**config.mk**
```make
export PLATFORM = sky130hd
export DESIGN_NAME = load_unit
export DESIGN_NICKNAME = d
export VERILOG_FILES = /design/src/rtl/load_unit.sv
export SDC_FILE = /design/constraint.sdc
export NUM_CORES = 1
export LEC_CHECK = 0
export CAP_MARGIN = 20
export CORE_ASPECT_RATIO = 1.75
export CORE_UTILIZATION = 44
export DETAILED_ROUTE_END_ITERATION = 10
export PLACE_DENSITY = 0.91
export SYNTH_ARGS = -nofsm -noshare
export SYNTH_HDL_FRONTEND = slang
export SYNTH_SLANG_ARGS = --single-unit
```
**constraint.sdc**
```tcl
create_clock -name clk -period 3.7 [get_ports clk]
set_input_delay 0.74 -clock clk [delete_from_list [all_inputs] [get_ports clk]]
set_output_delay 0.74 -clock clk [all_outputs]
set_load 0.01 [all_outputs]
```
**src/rtl/load_unit.sv**
```systemverilog
// RV32 data-memory load unit: one outstanding word-aligned read, then byte/half
// extraction with sign or zero extension for writeback.
module load_unit (
    input  logic        clk,
    input  logic        reset,
    input  logic        i_ld_valid,
    input  logic [31:0] i_ld_addr,
    input  logic [2:0]  i_ld_funct3,
    output logic        o_ld_ready,
    output logic        o_busy,
    output logic        o_mem_req,
    output logic [31:0] o_mem_addr,
    input  logic        i_mem_gnt,
    input  logic        i_mem_rvalid,
    input  logic [31:0] i_mem_rdata,
    output logic        o_res_valid,
    output logic [31:0] o_res_data,
    output logic        o_res_err
);

    typedef enum logic [1:0] {
        S_IDLE,
        S_REQ,
        S_WAIT,
        S_DONE
    } state_t;

    state_t      r_state;
    state_t      w_next_state;
    logic [1:0]  r_off;
    logic [2:0]  r_funct3;
    logic [31:0] r_mem_addr;
    logic [31:0] r_res_data;
    logic        r_res_err;

    logic        w_accept;
    logic        w_err;
    logic [7:0]  w_byte;
    logic [15:0] w_half;
    logic [31:0] w_ext;

    assign w_accept = (r_state == S_IDLE) && i_ld_valid;

    // Misaligned halfword/word and the unused funct3 codes never reach memory.
    always_comb begin
        w_err = 1'b1;
        case (i_ld_funct3)
            3'b000, 3'b100: w_err = 1'b0;
            3'b001, 3'b101: w_err = i_ld_addr[0];
            3'b010:         w_err = (i_ld_addr[1:0] != 2'b00);
            default:        w_err = 1'b1;
        endcase
    end

    always_comb begin
        w_byte = i_mem_rdata[7:0];
        case (r_off)
            2'd0: w_byte = i_mem_rdata[7:0];
            2'd1: w_byte = i_mem_rdata[15:8];
            2'd2: w_byte = i_mem_rdata[23:16];
            2'd3: w_byte = i_mem_rdata[31:24];
            default: w_byte = i_mem_rdata[7:0];
        endcase
        w_half = r_off[1] ? i_mem_rdata[31:16] : i_mem_rdata[15:0];
        w_ext  = i_mem_rdata;
        case (r_funct3)
            3'b000:  w_ext = {{24{w_byte[7]}}, w_byte};
            3'b100:  w_ext = {24'b0, w_byte};
            3'b001:  w_ext = {{16{w_half[15]}}, w_half};
            3'b101:  w_ext = {16'b0, w_half};
            default: w_ext = i_mem_rdata;
        endcase
    end

    always_ff @(posedge clk) begin
        if (reset) begin
            r_state <= S_IDLE;
        end else begin
            r_state <= w_next_state;
        end
    end

    always_comb begin
        w_next_state = r_state;
        o_mem_req    = 1'b0;
        o_busy       = 1'b1;
        o_res_valid  = 1'b0;
        case (r_state)
            S_IDLE: begin
                o_busy = 1'b0;
                if (i_ld_valid) begin
                    w_next_state = w_err ? S_DONE : S_REQ;
                end
            end
            S_REQ: begin
                o_mem_req = 1'b1;
                if (i_mem_gnt) begin
                    w_next_state = S_WAIT;
                end
            end
            S_WAIT: begin
                if (i_mem_rvalid) begin
                    w_next_state = S_DONE;
                end
            end
            S_DONE: begin
                o_res_valid  = 1'b1;
                w_next_state = S_IDLE;
            end
            default: begin
                w_next_state = S_IDLE;
            end
        endcase
    end

    // res_err is only updated when a result is produced so it holds with res_data.
    always_ff @(posedge clk) begin
        if (reset) begin
            r_off      <= 2'b00;
            r_funct3   <= 3'b000;
            r_mem_addr <= 32'h0;
            r_res_data <= 32'h0;
            r_res_err  <= 1'b0;
        end else begin
            if (w_accept) begin
                r_off      <= i_ld_addr[1:0];
                r_funct3   <= i_ld_funct3;
                r_mem_addr <= {i_ld_addr[31:2], 2'b00};
                if (w_err) begin
                    r_res_data <= 32'h0;
                    r_res_err  <= 1'b1;
                end
            end
            if ((r_state == S_WAIT) && i_mem_rvalid) begin
                r_res_data <= w_ext;
                r_res_err  <= 1'b0;
            end
        end
    end

    assign o_ld_ready = !o_busy;
    assign o_mem_addr = r_mem_addr;
    assign o_res_data = r_res_data;
    assign o_res_err  = r_res_err;

endmodule
```
# After elaboration in Yosys (flattened, before gate mapping)
# Cells that the tools add are included.
# totals
ff_bits,70
inputBits,72
out_inout_bits,69
# classes
eq_ne,16
mux,15
n_reduce_logical,15
# op_table
cell,n
one-hot mux 32 bit (4 select lines),1
2-to-1 mux 32 bit,3
one-hot mux 8 bit (4 select lines),1
2-to-1 mux 16 bit,1
== test 3 bit (second input constant),4
== test 2 bit (second input constant),4
2-to-1 mux 2 bit,4
one-hot mux 2 bit (4 select lines),1
== test 3 x 1 -> 1 bit (second input constant),2
logical NOT 3 bit,2
!= test 2 bit (second input constant),3
nonzero test 2 bit,3
OR reduction 2 bit,3
== test 2 x 1 -> 1 bit (second input constant),2
logical NOT 2 bit,2
AND reduction 2 bit,2
== test 3 x 2 -> 1 bit (second input constant),1
2-to-1 mux 1 bit,3
one-hot mux 1 bit (3 select lines),1
AND reduction 3 bit,1
logical AND 1 bit,2

# Logic depth before layout (Yosys ltp)
# Gate-level depths: netlist of the first run.
# logic_depth
depth_word,6
ltp_mapped,8
ltp_nobuf,6

# Least setup slack after synthesis of the first run
# Ideal clock, no wire load.
# synth_path
path_kind,input -> register
from,input port i_mem_rdata[31]
to,"register r_res_data[22], in the netlist o_res_data[22]"
setup_ns,0.122
arrival_time_ns,1.886
slack_ns,1.693
path_stages,4
cell_sequence,mux4_2 -> o2111a_2 -> buf_6 -> a221o_1
# synth_via
elab_chain_len,3
word_cells_on_any_way,4
classes_between,mux (4)
# synth_rtl
item,line_no,rtl
from (decl),15,"input logic [31:0] i_mem_rdata,"
one-hot mux 8 bit (4 select lines) or 2-to-1 mux 16 bit (tied branches),"57, 64",
one-hot mux 32 bit (4 select lines) *,66,case (r_funct3)
2-to-1 mux 32 bit *,134,if ((r_state == S_WAIT) && i_mem_rvalid) begin
to (signal assigned),135,r_res_data <= w_ext;
to (decl),33,logic [31:0] r_res_data;
# Every way passes the cells marked *; elsewhere a longest branch is shown, timed or not.
# A chain may end at the register's enable or synchronous reset.

# Worst setup path in the final report of the first run
# layout_path
from,input port i_ld_funct3[2]
to,"register r_res_data[13], in the netlist o_res_data[13]"
# layout_via
elab_chain_len,5
word_cells_on_any_way,10
classes_between,eq/ne (4); mux (1); reduce/logical (5)
# layout_rtl
item,line_no,rtl
from (decl),8,"input logic [2:0] i_ld_funct3,"
"== test 3 x 1 -> 1 bit, or another cell as far along",47,case (i_ld_funct3)
OR reduction 2 bit,47,
one-hot mux 1 bit (3 select lines) *,47,
nonzero test 2 bit (no source line) *,n/a,
AND reduction 2 bit (no source line) *,n/a,
# Marked as above.

==> results of run 1 <==
[worst max-delay path: cells and delay by family]
family	cells	cell delay, ns
AO/OA/AOI/OAI	2	0.80
buffers and inverters	2	0.76
AND/OR/NAND/NOR	2	0.60
[cell families after synthesis]
| group | count (synthesis) | share of synthesized area, % |
|---|---|---|
| AOI/OAI and AO/OA | 117 | 27.7 |
| and+or+nand+nor | 107 | 16.4 |
| DFF | 70 | 47.2 |
| buffers and inverters | 42 | 6.11 |
| adders and majority gates | 4 | 1.68 |
| muxes | 1 | 0.758 |
| other | 1 | 0.126 |
[worst max-delay path by stage]
| stage | from | endpoint | slack (ns) | depth (start not counted) |
|---|---|---|---|---|
| global route | i_ld_funct3[2] | o_res_data[2]$_SDFFE_PP0P_ | 0.90 | 6 |
| finish | i_ld_funct3[2] | o_res_data[13]$_SDFFE_PP0P_ | 1.05 | 6 |
| floorplan | i_mem_rdata[31] | o_res_data[22]$_SDFFE_PP0P_ | 1.69 | 4 |
| detailed placement | i_ld_funct3[2] | o_res_data[13]$_SDFFE_PP0P_ | 0.74 | 6 |
| global placement | i_ld_funct3[2] | o_res_data[10]$_SDFFE_PP0P_ | 0.89 | 6 |
| CTS | i_ld_funct3[2] | o_res_data[13]$_SDFFE_PP0P_ | 1.08 | 6 |
[metrics by stage]
step	setup slack (ns)	util, %	std cells	hold WS [ns]	power [mW]
2_1_floorplan	1.69	-	343	0.449	1.42
3_3_place_gp	0.885	66.8	540	0.440	1.84
3_5_place_dp	0.742	66.8	540	0.448	1.87
4_1_cts	1.08	70.9	556	0.455	2.65
5_1_grt	0.897	71.4	557	0.480	2.80
6_report	1.05	71.4	557	0.451	2.66
[state kept, by name, summed over array words and instances, names as in the netlist]
register and count:
o_res_data 32, o_mem_addr 30, r_funct3 3, r_off 2
r_state 2, o_res_err 1
[synth_stat cells (3+ instances only)]
master / count / area (um^2)
a211o_1: 6 / 52.6
a211oi_1: 3 / 22.5
a21oi_1: 52 / 260
a221o_1: 16 / 160
a22o_1: 8 / 70.1
and3b_1: 6 / 52.6
buf_2: 7 / 35.0
clkbuf_1: 14 / 52.6
dfxtp_1: 70 / 1400
ha_1: 4 / 50.1
inv_1: 15 / 56.3
nand2_1: 73 / 274
nand3_1: 6 / 30.0
nor2_1: 6 / 22.5
nor2b_1: 4 / 25.0
o21ai_0: 7 / 35.0
o2bb2ai_1: 6 / 52.6
o32ai_1: 7 / 61.3
[report_power, final]
part / internal (mW) / switching [mW] / total, mW / leakage, nW
clock network: 0.468 / 0.305 / 0.773 / 0.132
logic: 0.461 / 0.426 / 0.888 / 1.04
registers: 0.887 / 0.111 / 0.998 / 0.571
total: 1.82 / 0.843 / 2.66 / 1.74
[final cells by class]
class                      instances  area (um^2)  share of cell area [%]
inverter                          16         60.1                    1.29
sequential                        70         1400                    30.0
clock inverter                     4         22.5                   0.483
tap                               82          103                    2.20
multi-input combinational        231         1400                    30.0
timing repair buffer             142         1430                    30.7
clock buffer                      12          246                    5.28
[routing by layer]
| metal | part of all wire, % | up-vias |
|---|---|---|
| li1 | - | 1479 |
| met1 | 35 | 1438 |
| met2 | 54 | 156 |
| met3 | 8.7 | 15 |
| met4 | 2.3 | 0 |
| met5 | 0 | - |
==> flow_summary_export.csv, run 1 <==
group,metric,value,unit
hold_path,holdPathStages,2,
run,maxCapViolCount,0,
floorplanning,dieArea,0.00710,mm^2
floorplanning,pin_count,141,
sta,rsz0062_at_grt,"false",
global_routing,grt_pass1_wl,14800,um
critical_path,slowest_stage,"a211oi_4",
sta,drv_slew,0,
layout,final_cell_mix,"138 x clkdlybuf4s50_1, 73 x nand2_1, 70 x dfxtp_1",
clock_network,cts_resized,0,
critical_path,rr_startpoint,"r_state[0]$_SDFFE_PP0P_",
sta,finalClockSkew,0.00344,ns
critical_path,crit_fanout,19,
routing,num_vias,3088,
global_routing,grt_pass1_vias,3096,
placement,port_buffers,138,
floorplanning,row_count,39,
critical_path,r2r_end,"o_res_data[13]$_SDFFE_PP0P_",
placement,dp_hpwl,6810,um
floorplanning,die_h,111,um
logic_synthesis,async_flop_share,0,%
clock_network,clock_sinks,70,
clock_network,clk_pin_slew_worst_paths,0.05,ns
floorplanning,die_w,64.1,um
clock_network,cts_tree,"yes",
routing,avgViaCountPerCell,5.54,
placement,post_dp_cell_area,0.00437,mm^2
run_status,violations,"design-rule violations",
routing,first_pass_iters,9,
clock_network,clockRootBuffer,"clkbuf_16",
critical_path,reg2regPathDepth,7,
routing,route.detailed.drc,2,
layout,final_nets,546,
routing,drt-wirelength-per-cell,16.5,um
clock_network,hold_buffers,0,
sta,finalHoldViolations,0,
power_and_ir_drop,p_leak,1.74,nW
clock_network,post_cts.repair.setup_buffers,0,
global_routing,gr-usage-met1,26.3,%
layout,fin_area,0.00467,mm^2
global_routing,met3_usage,9.88,%
critical_path,worst-r2r-setup-slack,1.51,ns
critical_path,worstSetupPathType,"input port to flop",
logic_synthesis,syn_inst,342,
logic_synthesis,synth.yosys.seq_area_share,47.2,%
sta,fin_crit,2.65,ns
global_routing,grt_util_met2,49.5,%
global_routing,antenna_found_initial,0,
critical_path,endpoint_kind,"flop",
layout,final_common_cell,"clkdlybuf4s50_1",
global_routing,grtUsageTotal,26.9,%
routing,finalWirelength,9180,um
hold_path,min_to,"o_mem_addr[4]$_SDFFE_PP0P_",
clock_network,numCtsBuffers,9,
floorplanning,start_util,45.4,%
critical_path,max_stage_delay,0.64,ns
sta,worst_slew_pin_slew,1.04,ns
logic_synthesis,yosys_most_used_dff,"dfxtp_1",
power_and_ir_drop,p_per_area,570,mW/mm^2
layout,num_antenna_cells,0,
power_and_ir_drop,irDropWorstVdd,0.000427,V
clock_network,h-tree-depth,3,
run_status,status,"complete, but fails checks",
global_routing,grt_max_degree,38,
critical_path,cp-start-kind,"input port",
layout,fillers,493,
hold_path,hp-class,"flop to flop",
logic_synthesis,synth_edf_count,0,
critical_path,required,3.97,ns
sta,period_share,71.6,%
sta,slew_headroom,30.8,%
hold_path,hp-start,"o_mem_addr[4]$_SDFFE_PP0P_",
layout,area_growth,57.1,%
floorplanning,core,0.00654,mm^2
logic_synthesis,synth.distinct_cells,44,
critical_path,crit_chain,"clkdlybuf4s50_1 > nor4_1 > nor4_2 > a211oi_4 > buf_4 > a22o_1",
sta,finalSetupTns,0,ns
global_routing,top_usage_layer,"met2",
sta,max_freq,377,MHz
logic_synthesis,ys_warn_count,0,
placement,gp_congestion,0.945,
logic_synthesis,ys_ff_latch,70,
logic_synthesis,synth.avg_cell_area,8.69,um^2
logic_synthesis,synth_area,0.00297,mm^2
global_routing,grt-ovfl-total,0,
routing,drtAntennaViolNets,0,
layout,drive_above_1_share,5.26,%
sta,setup-violations-final,0,
routing,drtIter0Drc,268,
critical_path,cp_data_arrival_time,2.92,ns
clock_network,ctsLongestPathBuffers,2,
clock_network,clock_latency,0.33,ns
No activity file was read; power rests on OpenSTA's default activity.
==> run 2, diff against run 1 <==
- CORE_UTILIZATION: 44 -> 37
- PLACE_DENSITY: 0.91 -> 0.83
- clock period: 3.7 -> 2.3 ns (I/O delays scaled with it)
==> run 2 against run 1 <==
Against the previous run: the run now ends clean; largest power group unchanged; sequential power rose by 59%; highest routed layer unchanged; combinational power rose by 62%; first-iteration DRC count fell by 29%; hold slack improved by 0.0033 ns; clock power rose by 84%.
==> flow_summary_export.csv, run 2 (synthesis gave the netlist of run 1 again) <==
group,metric,value,unit
clock_network,hold_buffers,0,
sta,finalSetupTns,0,ns
critical_path,max_stage_delay,0.60,ns
global_routing,grt-ovfl-total,0,
placement,pre_cts_slack,0.0403,ns
power_and_ir_drop,p_per_area,937,mW/mm^2
placement,post_dp_cell_area,0.00443,mm^2
layout,final_cell_mix,"137 x clkdlybuf4s50_1, 73 x nand2_1, 70 x dfxtp_1",
power_and_ir_drop,netSwitchingPower,1.39,mW
layout,fin_area,0.00475,mm^2
sta,fin_crit,2.11,ns
power_and_ir_drop,power_frac_clock,31.9,%
placement,port_buffers,138,
critical_path,crit_fanout,6,
global_routing,grt_pass1_wl,15100,um
clock_network,h-tree-depth,3,
global_routing,grt_max_degree,40,
power_and_ir_drop,comb_power_share,32.3,%
sta,drv_slew,0,
critical_path,critPathTopFamily,"buffers and inverters",
clock_network,ctsLongestPathBuffers,2,
routing,avgViaCountPerCell,5.41,
floorplanning,core,0.00767,mm^2
routing,drtIter0Drc,189,
floorplanning,dieArea,0.00840,mm^2
layout,seq_area,0.00140,mm^2
routing,finalWirelength,9340,um
sta,worst_slew_pin_slew,0.567,ns
global_routing,grtUsageTotal,22.9,%
placement,gp_congestion,0.922,
routing,drtAntennaViolNets,0,
layout,final_util,61.9,%
power_and_ir_drop,p_leak,1.78,nW
critical_path,slowest_stage,"clkdlybuf4s50_1",
power_and_ir_drop,p_sw_share,31.3,%
sta,slew_headroom,62.1,%
floorplanning,die_h,121,um
sta,period_share,91.9,%
power_and_ir_drop,irDropWorstVdd,0.000685,V
clock_network,post_cts.repair.setup_buffers,0,
floorplanning,start_util,38.7,%
layout,final_nets,551,
critical_path,cp_data_arrival_time,1.65,ns
layout,largest_register_ffs,32,
global_routing,grt_pass1_vias,3215,
power_and_ir_drop,p_seq_share,35.8,%
critical_path,crit_chain,"inv_1 > ha_1 > clkdlybuf4s50_1",
routing,drt-wirelength-per-cell,16.4,um
sta,setup-violations-final,0,
critical_path,cp-start-kind,"flop",
critical_path,path_buf_inv,2,
routing,first_pass_iters,4,
critical_path,worstSetupPathType,"flop to output pin",
layout,multi_input_area,0.00140,mm^2
sta,max_freq,473,MHz
run,maxCapViolCount,0,
sta,finalHoldViolations,0,
critical_path,required,1.84,ns
clock_network,clock_latency,0.34,ns
sta,rsz0062_at_grt,"false",
layout,area_growth,59.8,%
placement,dp_hpwl,6990,um
layout,drive_above_1_share,6.67,%
hold_path,hp-class,"flop to flop",
clock_network,numCtsBuffers,9,
floorplanning,die_w,69.7,um
routing,route.detailed.drc,0,
floorplanning,pin_count,141,
clock_network,clk_pin_slew_worst_paths,0.06,ns
floorplanning,row_count,42,
run_status,status,"finished, final reports clean",
routing,num_vias,3073,
critical_path,worst-r2r-setup-slack,0.34,ns
layout,final_common_cell,"clkdlybuf4s50_1",
power_and_ir_drop,fin_total_pwr,4.45,mW
placement,place_inst,552,
clock_network,cts_tree,"yes",
layout,fillers,660,
layout,num_antenna_cells,0,
clock_network,clock_sinks,70,
sta,finalClockSkew,0.00476,ns
clock_network,clockRootBuffer,"clkbuf_16",
clock_network,cts_resized,0,
global_routing,antenna_found_initial,0,
critical_path,endpoint_kind,"output pin",
sta,timing.final.ws_setup,0.187,ns
sta,worst_hold_slack,0.455,ns
power_and_ir_drop,internal_power,3.06,mW
layout,finalNonFillerCells,568,
run 2: final timing paths:
kind / startpoint / end / cells after the start
max: r_state[0]$_SDFFE_PP0P_ / o_ld_ready / 3
min: o_mem_addr[4]$_SDFFE_PP0P_ / o_mem_addr[4]$_SDFFE_PP0P_ / 2
max reg2reg: r_state[0]$_SDFFE_PP0P_ / o_res_data[20]$_SDFFE_PP0P_ / 7
min reg2reg: o_mem_addr[4]$_SDFFE_PP0P_ / o_mem_addr[4]$_SDFFE_PP0P_ / 2
run 2: routing by layer:
metal / vias to the layer above / part of all wire [%] / GRT usage (%)
met5: - / 0 / 0
met4: 0 / 2.6 / 10.3
met3: 19 / 9.0 / 8.25
met2: 150 / 52 / 41.4
met1: 1417 / 36 / 23.4
li1: 1487 / - / -
run 2: power groups by stage:
stage / sequential, mW / clock [mW] / combinational (mW)
after CTS: 1.59 / 1.44 / 1.44
final: 1.59 / 1.42 / 1.44
after global routing: 1.62 / 1.49 / 1.56
after global placement: 1.60 / 0 / 1.40
after floorplan: 1.65 / 0 / 0.641
after detailed placement: 1.61 / 0 / 1.43
run 2: worst reg2reg max path, cell delays in order, from the launching register on:
cell and delay [ns]:
dfxtp_1 0.34, inv_1 0.10, ha_1 0.28, o21ai_1 0.14, nor4_2 0.36, a211oi_4 0.07
buf_12 0.19, a221o_1 0.36
run 2: layout make-up:
cell class,instances,area share [%]
Clock buffer,11,5.32
Clock inverter,5,1.21
Inverter,16,1.27
Multi-Input combinational cell,231,29.5
Sequential cell,70,29.5
Tap cell,88,2.32
Timing Repair Buffer,147,30.8
